===== config.mk =====
export PLATFORM = sky130hd
export DESIGN_NAME = fpga_exit_status_uart_flat
export DESIGN_NICKNAME = d
export VERILOG_FILES = /design/src/rtl/fpga_exit_status_uart_if.sv /design/src/rtl/fpga_exit_status_uart.sv /design/src/flat_wrapper.sv
export SDC_FILE = /design/constraint.sdc
export NUM_CORES = 1
export LEC_CHECK = 0
export ABC_CLOCK_PERIOD_IN_PS = 2930
export BUFFER_PORTS_ARGS = -buffer_cell sky130_fd_sc_hd__buf_2
export CORE_MARGIN = 5
export CORE_UTILIZATION = 45
export DETAILED_ROUTE_END_ITERATION = 6
export PLACE_DENSITY = 0.7
export REMOVE_ABC_BUFFERS = 1
export SYNTH_ARGS = -nofsm -noshare
export SYNTH_HDL_FRONTEND = slang
export SYNTH_SLANG_ARGS = --single-unit
export TNS_END_PERCENT = 30

===== constraint.sdc =====
create_clock -name clk_i -period 2.93 [get_ports clk_i]
set_input_delay 0.586 -clock clk_i [delete_from_list [all_inputs] [get_ports clk_i]]
set_output_delay 0.586 -clock clk_i [all_outputs]
set_load 0.03 [all_outputs]

===== src/rtl/fpga_exit_status_uart_if.sv =====
// Exit-status reporter bundle: program-exit inputs and
// UART/LED status outputs.
interface fpga_exit_status_uart_if;
   logic        exit_valid_i;
   logic [31:0] exit_value_i;
   logic        tx_o;
   logic        busy_o;
   logic        done_o;
   logic        pass_led_o;
   logic        fail_led_o;

   modport master (
      output exit_valid_i, exit_value_i,
      input  tx_o, busy_o, done_o, pass_led_o, fail_led_o
   );

   modport slave (
      input  exit_valid_i, exit_value_i,
      output tx_o, busy_o, done_o, pass_led_o, fail_led_o
   );
endinterface


===== src/rtl/fpga_exit_status_uart.sv =====
// Sends "EXIT=XXXXXXXX\r\n" over UART 8N1 on a program-exit
// edge and drives pass/fail LEDs from the captured exit code.
module fpga_exit_status_uart #(
   parameter int CLKS_PER_BIT = 868
) (
   input logic clk_i,
   input logic rst_ni,
   fpga_exit_status_uart_if.slave bus
);

   localparam int CW = (CLKS_PER_BIT > 2) ? $clog2(CLKS_PER_BIT) : 1;
   localparam logic [CW-1:0] LAST = CW'(CLKS_PER_BIT - 1);

   typedef enum logic [1:0] {IDLE, START, DATA, STOP} state_t;

   state_t        state, state_n;
   logic [CW-1:0] cnt, cnt_n;
   logic [3:0]    chr, chr_n;
   logic [2:0]    bitn, bit_n, bit_nx;
   logic [31:0]   value, value_n;
   logic          hist, tx, tx_n;
   logic          busy, busy_n, done, done_n;
   logic          trig, last;
   logic [7:0]    cur;

   function automatic logic [7:0] char_at(
      input logic [3:0] i, input logic [31:0] v);
      logic [3:0] n;
      logic [7:0] c;
      n = 4'h0;
      c = 8'h00;
      unique case (i)
         4'd5:    n = v[31:28];
         4'd6:    n = v[27:24];
         4'd7:    n = v[23:20];
         4'd8:    n = v[19:16];
         4'd9:    n = v[15:12];
         4'd10:   n = v[11:8];
         4'd11:   n = v[7:4];
         4'd12:   n = v[3:0];
         default: n = 4'h0;
      endcase
      unique case (i)
         4'd0:    c = 8'h45;
         4'd1:    c = 8'h58;
         4'd2:    c = 8'h49;
         4'd3:    c = 8'h54;
         4'd4:    c = 8'h3D;
         4'd13:   c = 8'h0D;
         4'd14:   c = 8'h0A;
         default: c = (n < 4'd10) ? (8'h30 + {4'h0, n})
                                  : (8'h37 + {4'h0, n});
      endcase
      return c;
   endfunction

   assign trig   = bus.exit_valid_i & ~hist;
   assign last   = (cnt == LAST);
   assign cur    = char_at(chr, value);
   assign bit_nx = bitn + 3'd1;

   // State, counters, capture and registered serial output
   always_ff @(posedge clk_i or negedge rst_ni) begin
      if (!rst_ni) begin
         state <= IDLE;
         cnt   <= '0;
         chr   <= '0;
         bitn  <= '0;
         value <= '0;
         hist  <= 1'b0;
         tx    <= 1'b1;
         busy  <= 1'b0;
         done  <= 1'b0;
      end else begin
         state <= state_n;
         cnt   <= cnt_n;
         chr   <= chr_n;
         bitn  <= bit_n;
         value <= value_n;
         hist  <= bus.exit_valid_i;
         tx    <= tx_n;
         busy  <= busy_n;
         done  <= done_n;
      end
   end

   // Next state; tx_n is the level of the slot being entered
   always_comb begin
      state_n = state;
      cnt_n   = cnt;
      chr_n   = chr;
      bit_n   = bitn;
      value_n = value;
      tx_n    = tx;
      busy_n  = busy;
      done_n  = done;
      unique case (state)
         IDLE: begin
            tx_n = 1'b1;
            if (trig) begin
               state_n = START;
               cnt_n   = '0;
               chr_n   = '0;
               bit_n   = '0;
               value_n = bus.exit_value_i;
               busy_n  = 1'b1;
               tx_n    = 1'b0;
            end
         end
         START: begin
            if (last) begin
               cnt_n   = '0;
               bit_n   = '0;
               state_n = DATA;
               tx_n    = cur[0];
            end else begin
               cnt_n = cnt + 1'b1;
            end
         end
         DATA: begin
            if (last) begin
               cnt_n = '0;
               if (bitn == 3'd7) begin
                  state_n = STOP;
                  tx_n    = 1'b1;
               end else begin
                  bit_n = bit_nx;
                  tx_n  = cur[bit_nx];
               end
            end else begin
               cnt_n = cnt + 1'b1;
            end
         end
         STOP: begin
            if (last) begin
               cnt_n = '0;
               if (chr == 4'd14) begin
                  state_n = IDLE;
                  busy_n  = 1'b0;
                  done_n  = 1'b1;
                  tx_n    = 1'b1;
               end else begin
                  chr_n   = chr + 4'd1;
                  state_n = START;
                  tx_n    = 1'b0;
               end
            end else begin
               cnt_n = cnt + 1'b1;
            end
         end
      endcase
   end

   assign bus.tx_o       = tx;
   assign bus.busy_o     = busy;
   assign bus.done_o     = done;
   assign bus.pass_led_o = done & (value == 32'h0);
   assign bus.fail_led_o = done & (value != 32'h0);

endmodule

===== src/flat_wrapper.sv =====
// flat-port wrapper written by rule: the top's interface ports become plain ports
module fpga_exit_status_uart_flat 
#(
   parameter int CLKS_PER_BIT = 868
)
  (clk_i, rst_ni, bus_exit_valid_i, bus_exit_value_i, bus_tx_o, bus_busy_o, bus_done_o, bus_pass_led_o, bus_fail_led_o);
  fpga_exit_status_uart_if bus_i ();
  input logic clk_i;
  input logic rst_ni;
  input wire logic [$bits(bus_i.exit_valid_i)-1:0] bus_exit_valid_i;
  input wire logic [$bits(bus_i.exit_value_i)-1:0] bus_exit_value_i;
  output wire logic [$bits(bus_i.tx_o)-1:0] bus_tx_o;
  output wire logic [$bits(bus_i.busy_o)-1:0] bus_busy_o;
  output wire logic [$bits(bus_i.done_o)-1:0] bus_done_o;
  output wire logic [$bits(bus_i.pass_led_o)-1:0] bus_pass_led_o;
  output wire logic [$bits(bus_i.fail_led_o)-1:0] bus_fail_led_o;
  assign bus_i.exit_valid_i = bus_exit_valid_i;
  assign bus_i.exit_value_i = bus_exit_value_i;
  assign bus_tx_o = bus_i.tx_o;
  assign bus_busy_o = bus_i.busy_o;
  assign bus_done_o = bus_i.done_o;
  assign bus_pass_led_o = bus_i.pass_led_o;
  assign bus_fail_led_o = bus_i.fail_led_o;
  fpga_exit_status_uart #(.CLKS_PER_BIT(CLKS_PER_BIT)) u_core (.clk_i(clk_i), .rst_ni(rst_ni), .bus(bus_i));
endmodule

==> results of run 1 <==
==> power by group <==
part / internal [mW] / total (mW) / switching (mW)
Sequential: 0.759 / 0.760 / 0.000308
Combinational: 0.0175 / 0.0386 / 0.0211
Clock: 0.169 / 0.424 / 0.255
==> synthesized netlist by cell type, types with 3 or more instances <==
master	instances
dfrtp_1	54
nand2_1	38
mux2_2	35
o21ai_0	25
nor2_1	16
a21oi_1	14
ha_1	12
inv_1	9
a22oi_1	8
clkbuf_1	8
nor4_1	8
nand2b_1	5
nand3_1	5
and3_1	4
clkbuf_8	4
a31oi_1	3
nand4_1	3
nor2b_1	3
o22ai_1	3
==> how the worst max path moves through the flow <==
stage                                  endpoint  slack [ns]
floorplan           u_core.bus.tx_o$_DFFE_PN1P_        0.57
global placement    u_core.bus.tx_o$_DFFE_PN1P_        0.43
detailed placement  u_core.bus.tx_o$_DFFE_PN1P_        0.32
CTS                 u_core.bus.tx_o$_DFFE_PN1P_        0.31
global route        u_core.bus.tx_o$_DFFE_PN1P_        0.08
finish              u_core.bus.tx_o$_DFFE_PN1P_        0.32
==> cell type report <==
cell class                 count  area (sq um)  share of cell area, %
multi-input combinational    231          1647                  47.07
sequential                    55          1378                  39.38
timing repair buffer          44         232.7                  6.652
tap                           96         120.1                  3.433
clock buffer                   5         68.82                  1.967
inverter                       9         33.78                 0.9657
clock inverter                 3         18.77                 0.5365
==> worst register-to-register path, stage by stage, from the launching register on <==
cell and delay (ns):
dfrtp_1 0.42, inv_1 0.10, ha_1 0.33, a222oi_1 0.37
o22ai_1 0.17, a31oi_4 0.21, a21oi_2 0.06, xor2_1 0.17
a221o_1 0.36, a32o_1 0.26, o22ai_2 0.10
==> metal layers <==
metal	vias up	global-route usage [%]	wire length [um]	part of all wire (%)
li1	1215	-	-	-
met1	1186	22.34	3045	46
met2	58	25.96	3159	48
met3	4	3.285	316	4.8
met4	0	4.693	45	0.69
met5	-	0	0	0
==> flip-flops by register name, indices dropped and copies added, names as in the netlist <==
signal,cells
u_core.chr,4
u_core.hist,1
u_core.bitn,3
u_core.state,2
u_core.bus.done_o,1
u_core.bus.busy_o,1
u_core.bus.tx_o,1
u_core.cnt,10
u_core.value,32
==> kinds of logic (layout without fill, tap and decap cells) <==
kind of cell,count (synthesis),count (layout),synth area share (%)
flops,55,55,43.43
xor+xnor,2,2,0.5524
buf+inv,25,61,4.654
fa+ha+maj,12,12,4.734
simple gates,97,97,15.19
compound gates,84,84,18.70
mux,36,36,12.74
==> per-stage QoR <==
stage          power [mW]  setup slack, ns
6_report            1.223           0.3208
5_1_grt             1.274          0.07515
4_1_cts             1.241           0.3061
3_5_place_dp       0.8148           0.3185
3_3_place_gp       0.8144           0.4307
2_1_floorplan      0.7763           0.5728
==> results.md, run 1 <==
- Status: completed
- DP HPWL: ~5 mm
- VDD IR max: between 150 and 200 uV
- # setup viols final: 0
- Crit. path cell count: 10
- Seq/Total Area, Yosys: 43.43%
- Fill cell count: 643
- Final period util: 89.05%
- Cell leakage power: 1.633 nW
- Buffers on Ports: 39
- Worst setup EP type: register
- Maxcap violations: 0
- Post-route cell area: around 3500 sq um
- Critical path startpoint: u_core.chr[1]$_DFFE_PN0P_
- CTS H-tree lvls: 2
- CP Launch Type: register
- Pwr dens: between 300 and 400 nW/um^2
- HP Class: input port to async pin
- Ant diodes: 0
- Post-CTS Setup Inserts: 0
- Most frequent cells in the layout: dfrtp_1, buf_2, nand2_1, mux2_2, o21ai_0
- Critical R2R Capture: u_core.bus.tx_o$_DFFE_PN1P_
- Critical path's top delay family: compound AO/OA/AOI/OAI gates
- Reg2reg start: u_core.chr[1]$_DFFE_PN0P_
- DRC: 0
- Placed insts: 435
- Clk_lat worst skew: between 0.3 and 0.4 ns
- Initial antenna violation count: 0
- R2R cell count: 10
- Routed wire length: about 6.6 mm
- TritonCTS Sinks: 55
- #FFs+latches synth: between 50 and 60
- Yosys top cell area share: 42.60%
- Share of layout cells above drive strength 1: 28.82%
- Die width: 93.96 um
- Post-synth design cell area: 3172 sq um
- DR pass1 iterations: 6
- Async SR Flop Fraction: between 90% and 100%
- CP Class: register to register
- RSZ-0062 raised after global routing: false
- Nets: 393
- Total track usage: 16.27%
- Die H: between 90 and 100 um
- Pin count of the biggest net entering global routing: 36
- Row cnt: 30
- Required time of the critical path: roughly 3.2 ns
- Post-DRT Antenna Nets: 0
- Fmax: around 380 MHz
- Cts repair resizes: 0
- Min Clock Period, post-route: roughly 2.6 ns
- Cell Chain, Critical Path: inv_1 > ha_1 > a222oi_1 > o22ai_1 > a31oi_4 > a21oi_2 > xor2_1 > a221o_1 > a32o_1 > o22ai_2
- Crit path largest cell delay: 0.42 ns
- Hold-fix buffers at CTS: 0
- Sum of buffers and inverters on the critical path: 1
- Average routed wire per standard cell: approximately 15 um
- Synth Instances: ~310
- Global-route wire length before repair: between 10 and 15 mm
- P&R area growth vs syn: 10.30%
- Fin cells: 443
- Synth area leaders: dfrtp_1, mux2_2, ha_1, nand2_1, o21ai_0
- Critical Path AT: approximately 2.9 ns
- Initial core utilization: a little under half
- Slew headroom: 68.03%
- Commonest non-fill, non-tap cell in the layout: dfrtp_1
- Worst Tran Pin Value: ~0.48 ns
- CTS Buf Count: 5
- Final Hold Viols: 0
- Vias/cell: 5.560
- TritonCTS clock tree: yes
- Io pins: 40
- Setup TNS: 0 ns
- Clock buffer depth: 2
- Reg clk slew, reported paths: roughly 0.1 ns
- Core Area: about 6800 sq um
- Root Buffer: clkbuf_8
- Placed Area: approximately 3400 sq um
- Primary FF master, synth: dfrtp_1
- Cell accounting for the most synthesized area: dfrtp_1
- Critical path's slowest cell: dfrtp_1
- Hold_ws: 0.2128 ns
- Yosys Warn Count: 0
- Max-slew violations: 0
- 1st-iter DRT viols: 132
- Syn avg cell area: 10.20 sq um
- Yosys cell types: 60
- R2R setup slack: roughly 0.32 ns
- Die area: 8828 sq um
- Crit Path Max Fanout: 11
- Routed vias: ~2500
- Fin util: roughly half
- GP Congestion: 0.8125
- Vias in the first global route: approximately 2500
- EDFF count, synth: 0
- Clock skew: approximately 0.01 ns
- Total gr overflow: 0
Power figures use the tool's default switching activity.
==> run 2, diff against run 1 <==
ABC_CLOCK_PERIOD_IN_PS = 3400   (was 2930)
clock period = 3.4 ns   (was 2.93 ns; I/O delays follow)
==> run 2 against run 1 <==
Against the previous run: clock power decreased by 13%; hold slack improved by 0.28 ns; clock skew about the same; global-route usage decreased by 0.16 points; sequential share of layout area increased by 0.26 points; core utilization decreased by 0.33 points; fmax decreased by 1.9%; critical path depth unchanged; total power decreased by 14%; highest routed layer unchanged.
==> results.md, run 2 (synthesized netlist as in run 1, its figures left out) <==
- Status: completed
- Worst setup EP type: register
- Clock buffer depth: 2
- Row cnt: 30
- Fin util: approximately 50%
- Total track usage: between 15 and 20%
- 1st-iter DRT viols: 110
- Maxcap violations: 0
- Routed wire length: approximately 6.6 mm
- Setup TNS: 0 ns
- M1 GR Usage: between 20 and 25%
- Pwr dens: 303.9 nW/um^2
- Critical Path AT: between 2 and 3 ns
- Most frequent cells in the layout: dfrtp_1, buf_2, nand2_1, mux2_2, o21ai_0
- Commonest non-fill, non-tap cell in the layout: dfrtp_1
- Cts repair resizes: 0
- CP Launch Type: register
- Share of layout cells above drive strength 1: between 20 and 30%
- Buffers on Ports: 39
- Initial antenna violation count: 0
- Met2 Usage GRT: approximately a quarter
- Clock skew: approximately 0.01 ns
- Die H: between 90 and 100 um
- Critical path's top delay family: compound AO/OA/AOI/OAI gates
- Cell leakage power: about 1.6 nW
- Critical path startpoint: u_core.chr[1]$_DFFE_PN0P_
- Nets: 390
- Total Power: 1.056 mW
- Reg2reg start: u_core.chr[1]$_DFFE_PN0P_
- VDD IR max: 185.6 uV
- Min Clock Period, post-route: 2.660 ns
- HP Class: input port to async pin
- Final period util: 78.23%
- CTS H-tree lvls: 2
- CTS Buf Count: 5
- Slew headroom: around 53%
- Max reg flops: 32
- Post-CTS Setup Inserts: 0
- DP HPWL: about 4.7 mm
- Max-slew violations: 0
- Final Hold Viols: 0
- Post-DRT Antenna Nets: 0
- Sum of buffers and inverters on the critical path: 1
- Critical path's slowest cell: dfrtp_1
- P&R area growth vs syn: 9.586%
- Core Area: around 6800 sq um
- DRC: 0
- Global-route wire length before repair: between 10 and 15 mm
- Io pins: 40
- Most Crowded Layer GR: met2
- DR pass1 iterations: 4
- Ant diodes: 0
- # setup viols final: 0
- Required time of the critical path: around 3.6 ns
- Die width: between 90 and 100 um
- Fmax: about 380 MHz
- Crit path largest cell delay: 0.43 ns
- Routed vias: roughly 2500
- Top flop regs: u_core.value x32, u_core.cnt x10, u_core.chr x4
- GP Congestion: just over 0.8
- Vias/cell: around 5.7
- Root Buffer: clkbuf_8
- Hold-fix buffers at CTS: 0
- TritonCTS Sinks: 55
- Die area: roughly 8800 sq um
- Cell Chain, Critical Path: inv_1 > ha_1 > a222oi_1 > o22ai_1 > a31oi_4 > a21oi_2 > xor2_1 > a221o_1 > a32o_1 > o22ai_2
- Met3 Use GR: around 3.0%
- Worst Tran Pin Value: between 0.6 and 0.7 ns
- TritonCTS clock tree: yes
- Initial core utilization: roughly 46%
- Most flop-heavy register: u_core.value
- Crit Path Max Fanout: 11
- Pin count of the biggest net entering global routing: between 50 and 60
- Average routed wire per standard cell: between 10 and 15 um
- Reg clk slew, reported paths: about 0.11 ns
- CP Class: register to register
- Vias in the first global route: 2569
- Total gr overflow: 0
- RSZ-0062 raised after global routing: false
- Clk_lat worst skew: about 0.31 ns
==> run 2: worst reg2reg max path, stage by stage, from the launching register on <==
cell      delay, ns
dfrtp_1        0.43
inv_1          0.10
ha_1           0.33
a222oi_1       0.38
o22ai_1        0.17
a31oi_4        0.21
a21oi_2        0.06
xor2_1         0.17
a221o_1        0.36
a32o_1         0.26
o22ai_2        0.10
==> run 2: cell type report <==
class,count,area (sq um)
fill,655,3356
multi-input combinational,231,1647
sequential,55,1378
timing repair buffer,41,210.2
tap,96,120.1
clock buffer,5,68.82
inverter,9,33.78
clock inverter,3,18.77
==> run 2: per-layer routing <==
layer | routed length [um] | vias to the layer above
met4 | 98 | 0
met2 | 3185 | 54
met3 | 280 | 9
met1 | 3024 | 1221
met5 | 0 | -
li1 | - | 1212
==> run 2: power breakdown <==
part           internal (mW)  switching, mW
sequential             0.654       0.000312
combinational         0.0151         0.0180
clock                  0.146          0.223
==> run 2: path summary, 6_finish.rpt <==
kind,slack (ns),cells after the start,end
worst max-delay path,0.74,10,u_core.bus.tx_o$_DFFE_PN1P_
worst min-delay path,0.49,2,u_core.state[0]$_DFFE_PN0P_
worst max register to register,0.74,10,u_core.bus.tx_o$_DFFE_PN1P_
worst min register to register,0.50,2,u_core.bitn[1]$_DFFE_PN0P_
max in group asynchronous,2.44,2,u_core.chr[0]$_DFFE_PN0P_
min in group clk_i,0.50,2,u_core.bitn[1]$_DFFE_PN0P_
==> run 2: through the flow <==
step / hold slack, ns / area, sq um / std cells / worst slack (ns)
final: 0.4912 / 3476 / 440 / 0.7402
after global routing: 0.4992 / 3476 / 440 / 0.5256
after CTS: 0.4982 / 3476 / 440 / 0.7414
after floorplan: 0.3844 / 3058 / 295 / 1.043
after detailed placement: 0.4796 / 3388 / 432 / 0.7820
after global placement: 0.4720 / 3388 / 432 / 0.9025
==> run 3, diff against run 2 <==
ABC_CLOCK_PERIOD_IN_PS = 2600   (was 3400)
clock period = 2.6 ns   (was 3.4 ns; I/O delays follow)
==> run 3 against run 2 <==
Against the previous run: clock power up 36%; via count up 1.8%; clock-buffer cell count up 2; register-to-register slack worse by 0.63 ns; design area up 4.6%; combinational power up 40%.
==> results.md, run 3 (synthesized netlist as in run 1, its figures left out) <==
- Status: completed
- TritonCTS clock tree: yes
- Pwr dens: 386.4 nW/um^2
- Die H: around 94 um
- FF+latch area: 1380 sq um
- Fin cells: 450
- Initial antenna violation count: 0
- Total Power: 1.405 mW
- Post-DRT Antenna Nets: 0
- Root Buffer: clkbuf_8
- Clock buffer depth: 2
- # setup viols final: 0
- Fmax: just over 400 MHz
- Min Clock Period, post-route: around 2.5 ns
- Most flop-heavy register: u_core.value
- Commonest non-fill, non-tap cell in the layout: dfrtp_1
- Hold_ws: roughly 0.19 ns
- Most frequent cells in the layout: dfrtp_1, buf_2, nand2_1, mux2_2, o21ai_0
- Slew headroom: between 60% and 70%
- Final Hold Viols: 0
- Max-slew violations: 0
- TritonCTS Sinks: 55
- CTS Buf Count: 5
- Fill cell count: about 650
- Share of layout cells above drive strength 1: approximately 33%
- Row cnt: 30
- Total track usage: 15.59%
- Buffers on Ports: 39
- Io pins: 40
- Final period util: 95.60%
- Vias/cell: between 5 and 6
- Maxcap violations: 0
- Cell leakage power: between 1.5 and 2 nW
- Total gr overflow: 0
- Placed insts: 437
- VDD IR max: around 310 uV
- Required time of the critical path: ~2.8 ns
- Die area: 8828 sq um
- Die width: 93.96 um
- Top flop regs: u_core.value x32, u_core.cnt x10, u_core.chr x4
- Core Area: approximately 6800 sq um
- Routed wire length: 6.796 mm
- Max reg flops: 32
- CTS H-tree lvls: 2
- HP Class: input port to async pin
- Area occupied by multi-input gates: about 1700 sq um
- Initial core utilization: between 40 and 50%
- Vias in the first global route: roughly 2500
- P&R area growth vs syn: 14.67%
- Average routed wire per standard cell: 15.10 um
- Worst Tran Pin Value: just under 0.5 ns
- Pin count of the biggest net entering global routing: between 50 and 60
- DRC: 0
- Reg clk slew, reported paths: about 0.1 ns
- CP Class: register to register
- Routed vias: around 2500
- Clk_lat worst skew: 0.31 ns
- Worst setup EP type: register
- Hold-fix buffers at CTS: 0
- CP Launch Type: register
- Crit Path Max Fanout: 7
- GP Congestion: around 0.83
- 1st-iter DRT viols: 131
- Ant diodes: 0
- Critical Path AT: 2.72 ns
- Global-route wire length before repair: between 10 and 15 mm
- DP HPWL: around 4.8 mm
- Clock skew: approximately 0.011 ns
- DR pass1 iterations: 4
- Nets: 400
- RSZ-0062 raised after global routing: false
## run 3: cell count changes in the layout (fill, tap and decap cells not counted), sizes merged
cell,delta
clkinv,-1
clkbuf,+3
inv,-1
buf,+9
## run 3: area by class of cell
cell class / count / area share [%]
clock buffer: 7 / 2.374
clock inverter: 1 / 0.2408
inverter: 9 / 0.9288
multi-input combinational: 231 / 47.02
sequential: 55 / 37.94
tap: 96 / 3.302
timing repair buffer: 51 / 8.187
## run 3: final timing paths
path                                            startpoint                     endpoint  slack [ns]  cells past startpoint
worst max-delay path             u_core.chr[1]$_DFFE_PN0P_  u_core.bus.tx_o$_DFFE_PN1P_        0.11                     11
worst min-delay path                                rst_ni   u_core.bitn[1]$_DFFE_PN0P_        0.19                      2
worst max register to register   u_core.chr[1]$_DFFE_PN0P_  u_core.bus.tx_o$_DFFE_PN1P_        0.11                     11
worst min register to register  u_core.bitn[2]$_DFFE_PN0P_   u_core.bitn[2]$_DFFE_PN0P_        0.51                      2
max in group asynchronous                           rst_ni  u_core.bus.tx_o$_DFFE_PN1P_        2.10                      2
min in group clk_i                        bus_exit_valid_i        u_core.hist$_DFF_PN0_        0.33                      1
## run 3: report_power, final
part | total (mW) | switching, mW | internal (mW)
Clock | 0.503 | 0.284 | 0.219
Sequential | 0.856 | 0.000348 | 0.856
Combinational | 0.0463 | 0.0244 | 0.0220
## run 3: routing by layer
metal / track usage (%) / wire length (um)
met3: 3.125 / 324
met5: 0 / 0
met4: 4.212 / 73
met1: 20.16 / 3147
met2: 26.49 / 3250
## run 3: critical path, stage by stage (launching register included)
cell and delay [ns]:
dfrtp_2 0.46, inv_2 0.09, ha_4 0.20, clkbuf_4 0.18, a22oi_1 0.18, a22oi_1 0.11, a21oi_2 0.20, a21oi_2 0.09
xor2_1 0.17, a221o_1 0.34, a32o_1 0.26, o22ai_2 0.11
## run 3: stage by stage
step                setup TNS, ns  worst slack, ns  utilization, %  instance area (sq um)
global placement                0           0.1018           50.33                   3438
global route                    0        0.0002975           53.24                   3637
floorplan                       0           0.2428               -                   3058
finish                          0           0.1143           53.24                   3637
detailed placement       -0.02042         -0.02042           50.33                   3438
CTS                             0         0.005288           51.76                   3536
## run 3: timing repair
item / CTS / global route
resized for setup: 1 / 15
setup buffers: 0 / 5
setup endpoints to repair: 1 / 1
pin swaps: 0 / 4
